--- src/rtl/wb_port_arbiter.sv ---
// wb_port_arbiter: shares the register-file write port between writeback and a buffered MDU result FIFO
module wb_port_arbiter #(
  parameter int XLEN = 32,
  parameter int DEPTH = 2,
  parameter int STARVE_LIMIT = 4
) (
  input  logic            clk,
  input  logic            reset,
  input  logic            RegWriteW,
  input  logic [4:0]      RdW,
  input  logic [XLEN-1:0] ResultW,
  input  logic            mdu_valid,
  input  logic [4:0]      mdu_rd,
  input  logic [XLEN-1:0] mdu_result,
  output logic            mdu_ready,
  input  logic [4:0]      rs1_q,
  input  logic [4:0]      rs2_q,
  output logic            pend_hit,
  output logic            stall_req,
  output logic            rf_we,
  output logic [4:0]      rf_a3,
  output logic [XLEN-1:0] rf_wd
);
  localparam int PW = $clog2(DEPTH);
  localparam logic [PW:0] CNT_FULL = (PW+1)'(DEPTH);
  localparam logic [3:0] AGE_TRIP = 4'(STARVE_LIMIT - 1);
  logic [4:0] rd_q [DEPTH];
  logic [XLEN-1:0] data_q [DEPTH];
  logic [PW-1:0] wr_ptr_q, wr_ptr_d, rd_ptr_q, rd_ptr_d;
  logic [PW:0] count_q, count_d;
  logic [3:0] age_q, age_d;
  logic stall_q, stall_d, ready_q, ready_d;
  logic busy, empty, push, pop, head_we;
  logic [4:0] head_rd;
  logic [XLEN-1:0] head_data;
  assign busy = RegWriteW && RdW != 5'd0;
  assign empty = count_q == '0;
  assign push = mdu_valid && ready_q;
  // a reset cycle must not retire a head entry that is about to be discarded
  assign pop = !busy && !empty && !reset;
  assign head_rd = rd_q[rd_ptr_q];
  assign head_data = data_q[rd_ptr_q];
  assign head_we = pop && head_rd != 5'd0;
  assign rf_we = busy || head_we;
  assign rf_a3 = busy ? RdW : head_we ? head_rd : 5'd0;
  assign rf_wd = busy ? ResultW : head_we ? head_data : '0;
  assign mdu_ready = ready_q;
  assign stall_req = stall_q;
  always_comb begin
    wr_ptr_d = push ? wr_ptr_q + 1'b1 : wr_ptr_q;
    rd_ptr_d = pop ? rd_ptr_q + 1'b1 : rd_ptr_q;
    count_d = count_q + {{PW{1'b0}}, push} - {{PW{1'b0}}, pop};
    age_d = (pop || empty) ? 4'd0 : (busy && age_q != 4'hf) ? age_q + 4'd1 : age_q;
    stall_d = (pop || empty) ? 1'b0 : (busy && age_q == AGE_TRIP) ? 1'b1 : stall_q;
    ready_d = count_d < CNT_FULL;
  end
  always_comb begin
    pend_hit = 1'b0;
    for (int i = 0; i < DEPTH; i++)
      if ({1'b0, PW'(PW'(i) - rd_ptr_q)} < count_q && rd_q[i] != 5'd0 &&
          (rd_q[i] == rs1_q || rd_q[i] == rs2_q))
        pend_hit = 1'b1;
  end
  always_ff @(posedge clk) begin
    if (reset) begin
      wr_ptr_q <= '0;
      rd_ptr_q <= '0;
      count_q <= '0;
      age_q <= 4'd0;
      stall_q <= 1'b0;
      ready_q <= 1'b1;
    end else begin
      wr_ptr_q <= wr_ptr_d;
      rd_ptr_q <= rd_ptr_d;
      count_q <= count_d;
      age_q <= age_d;
      stall_q <= stall_d;
      ready_q <= ready_d;
    end
  end
  always_ff @(posedge clk) begin
    if (push) begin
      rd_q[wr_ptr_q] <= mdu_rd;
      data_q[wr_ptr_q] <= mdu_result;
    end
  end
endmodule
--- config.mk ---
export PLATFORM = sky130hd
export DESIGN_NAME = wb_port_arbiter
export DESIGN_NICKNAME = d
export VERILOG_FILES = /design/src/rtl/wb_port_arbiter.sv
export SDC_FILE = /design/constraint.sdc
export NUM_CORES = 1
export LEC_CHECK = 0
export CAP_MARGIN = 10
export CORE_MARGIN = 2
export CORE_UTILIZATION = 46
export DETAILED_ROUTE_END_ITERATION = 10
export PLACE_DENSITY = 0.8
export SLEW_MARGIN = 30
export SYNTH_ARGS = -nofsm -noshare
export SYNTH_HDL_FRONTEND = slang
export SYNTH_SLANG_ARGS = --single-unit
--- constraint.sdc ---
create_clock -name clk -period 3.6 [get_ports clk]
set_input_delay 0.72 -clock clk [delete_from_list [all_inputs] [get_ports clk]]
set_output_delay 0.72 -clock clk [all_outputs]
set_load 0.03 [all_outputs]
==> flow_metrics.py <==
metrics = {
    "run": {
        "cap_violations": 0,
    },
    "timing": {
        "maxSlewViolCount": 0,
        "finalCriticalPeriod_ns": 3.22,
        "tightest_slew_ns": 0.912,
        "whs_ns": 0.484,
        "fin_setup_tns_ns": 0,
        "max_freq_mhz": 311,
        "period_share": 0.893,
        "final-setup-viol-count": 0,
        "max_slew_margin": 0.392,
        "skew_ns": 0.00739,
        "setup_ws_ns": 0.385,
        "rsz0062_at_grt": "no",
        "finalHoldViolations": 0,
    },
    "global_routing": {
        "grt_usage": 0.183,
        "grt_overflow": 0,
        "met2_usage": 0.329,
        "grt_pass1_vias": 2709,
        "grt_use_met1": 0.212,
        "grt_max_degree": 38,
        "grtUsageMet3": 0.0493,
        "antenna_found_initial": 0,
        "grt.busiest_layer": "met2",
        "grt_pass1_wl_mm": 12.6,
    },
    "setup_path": {
        "cpMaxStageDelayCell": "clkdlybuf4s50_1",
        "start_kind": "input pin",
        "path_max_fanout": 2,
        "required_ns": 2.88,
        "path_cells": "clkdlybuf4s50_1, xnor2_1, nand3_1, o22ai_1, a32o_1, clkdlybuf4s50_1",
        "end_kind": "primary output",
        "path_class": "input pin to primary output",
        "cp.arrival_ns": 2.50,
        "cp_common_cell": "clkdlybuf4s50_1",
        "slowest_delay_ns": 0.66,
    },
    "placement": {
        "place_inst": 519,
        "dp_slack_ns": 0.376,
        "portBuffers": 128,
        "place_hpwl_mm": 6.02,
        "place.gp.congestion": 0.738,
    },
    "yosys": {
        "avgSynthCellArea_um2": 13.5,
        "synth_area_leader_cell": "edfxtp_1",
        "synth_edf_count": 74,
        "muxShareOfSynthArea": 0.101,
        "ys_seq_elements": 85,
        "synth_top_area_frac": 0.569,
        "synth-xor-area-share": 0.0538,
        "ys_types": 36,
        "synthArstFlopShare": 0,
        "synth_top_family_by_area": "compound AO/OA/AOI/OAI gates",
        "synthSimpleGateAreaFrac": 0.0801,
        "yosysSeqAreaShare": 0.625,
        "synth-compound-area-share": 0.102,
        "netlist_area_um2": 3900,
        "synth_area_leaders": "edfxtp_1, mux2i_1, dfxtp_1, xnor2_1, nand2_1",
        "yosys_most_used_dff": "edfxtp_1",
        "synthAdderAreaFrac": 0.00961,
        "syn-num-nets": 381,
        "postSynthCellCount": 290,
        "yosys_warnings": 0,
    },
    "clock_tree": {
        "cts_tree": "yes",
        "cts_buffer_depth": 2,
        "postCtsSetupBuffers": 0,
        "clk_pin_slew_ns": 0.08,
        "cts_root_buf": "clkbuf_8",
        "cts_buffers": 9,
        "post_cts_resized": 0,
        "cts.sinks": 85,
        "ctsHoldBuffers": 0,
        "htree_num_levels": 3,
        "clk_latency_ns": 0.34,
    },
    "status": {
        "status": "complete, no violations",
    },
    "drt": {
        "dr.pass1.iters": 4,
        "ant_nets": 0,
        "remaining_drc_errors": 0,
        "drt_wl_total_mm": 8.28,
        "wl_per_cell_um": 15.5,
        "via_per_inst": 5.06,
        "drtIter0Drc": 114,
        "vias": 2708,
    },
    "finish": {
        "seqCellArea_um2": 2440,
        "multi_input_area_um2": 1360,
        "area_growth_pct": 38.5,
        "fin_cells": 535,
        "antenna_cells": 0,
        "fin_util": 0.658,
        "nFillCells": 592,
        "fin_nets": 516,
        "drive_gt1_frac": 0.198,
    },
    "floorplan": {
        "pin_count": 129,
        "start_util": 0.475,
        "core_region_area_um2": 8220,
        "rows": 33,
        "die_h_um": 96.1,
        "die-area_um2": 9240,
        "die_w_um": 96.1,
    },
    "power": {
        "power_density_nw_per_um2": 567,
        "p_leak_nw": 1.92,
        "ir_drop_v": 0.000329,
    },
    "min_path": {
        "min_path_type": "flip-flop to flip-flop",
    },
}
## cells in the final DEF, fill, tap and decap left out, types with 2 or more instances in the layout
| cell | n |
|---|---|
| o22ai_1 | 2 |
| a21oi_1 | 5 |
| o21ai_2 | 12 |
| mux2_2 | 2 |
| nor4_2 | 2 |
| buf_4 | 44 |
| ha_1 | 3 |
| clkdlybuf4s50_1 | 91 |
| nand3_1 | 7 |
| nor2_1 | 11 |
| xnor2_1 | 23 |
| clkbuf_8 | 9 |
| clkinvlp_4 | 2 |
| o31ai_2 | 3 |
| edfxtp_1 | 74 |
| o21ai_1 | 19 |
| inv_1 | 4 |
| o21ai_0 | 3 |
| nand2_1 | 43 |
| a22o_1 | 2 |
| bufinv_16 | 2 |
| mux2i_1 | 37 |
| dfxtp_1 | 10 |
## registers in the layout, summed over array words and instances (netlist names), named ones only
name       count
rd_ptr_q       1
mdu_ready      1
data_q        64
age_q          4
rd_q          10
stall_req      1
count_q        2
wr_ptr_q       1
## per-stage QoR
stage	total power [W]	cell area (um^2)
detailed placement	0.00239	5190
floorplan	0.00202	3910
CTS	0.00310	5410
global route	0.00323	5410
finish	0.00307	5410
global placement	0.00236	5190
## kinds of logic (layout without fill, tap and decap cells)
kind of cell    count (synthesis)  after routing
flops                          85             85
simple gates                   71             71
compound gates                 53             53
mux                            39             39
xor+xnor                       24             24
buf+inv                        15            155
fa+ha+maj                       3              3
## critical path, delay by kind of cell
| family | cells | cell delay [ns] |
|---|---|---|
| buf+inv | 2 | 1.18 |
| compound gates | 2 | 0.35 |
| xor+xnor | 1 | 0.15 |
| simple gates | 1 | 0.10 |
## power breakdown
| part | leakage [nW] | switching, W | internal [W] |
|---|---|---|---|
| sequential | 0.781 | 0.0000935 | 0.00130 |
| combinational | 1.03 | 0.000558 | 0.000403 |
| clock | 0.100 | 0.000325 | 0.000390 |
| total | 1.92 | 0.000976 | 0.00209 |
## worst paths after layout
check                   end       start  slack (ns)  depth (start not counted)
setup / recovery   pend_hit    rs1_q[0]        0.38                          6
hold / removal    stall_req   stall_req        0.48                          2
setup reg to reg  mdu_ready  count_q[1]        1.54                          9
hold reg to reg   stall_req   stall_req        0.48                          2
## synthesized netlist by cell type (all sizes together) (2+ instances only)
master   n
or2      2
a22o     2
mux2     2
edfxtp  74
o21ai   34
dfxtp   11
buf     11
nor2    12
nand2   43
nand3    7
ha       3
mux2i   37
o31ai    3
nor4     2
xnor2   23
o22ai    2
inv      4
a21oi    5
## metal layers
metal  vias to the layer above  share of wire
met4                         0         0.0078
met1                      1290           0.41
li1                       1335              -
met5                         -              0
met3                         5          0.058
met2                        78           0.53
## area by class of cell
| class | count | share of cell area |
|---|---|---|
| Clock buffer | 10 | 0.0236 |
| Clock inverter | 6 | 0.0162 |
| Inverter | 4 | 0.00278 |
| Multi-Input combinational cell | 190 | 0.252 |
| Sequential cell | 85 | 0.452 |
| Tap cell | 105 | 0.0243 |
| Timing Repair Buffer | 135 | 0.229 |
Note: power is estimated with default switching activity, not from simulation.
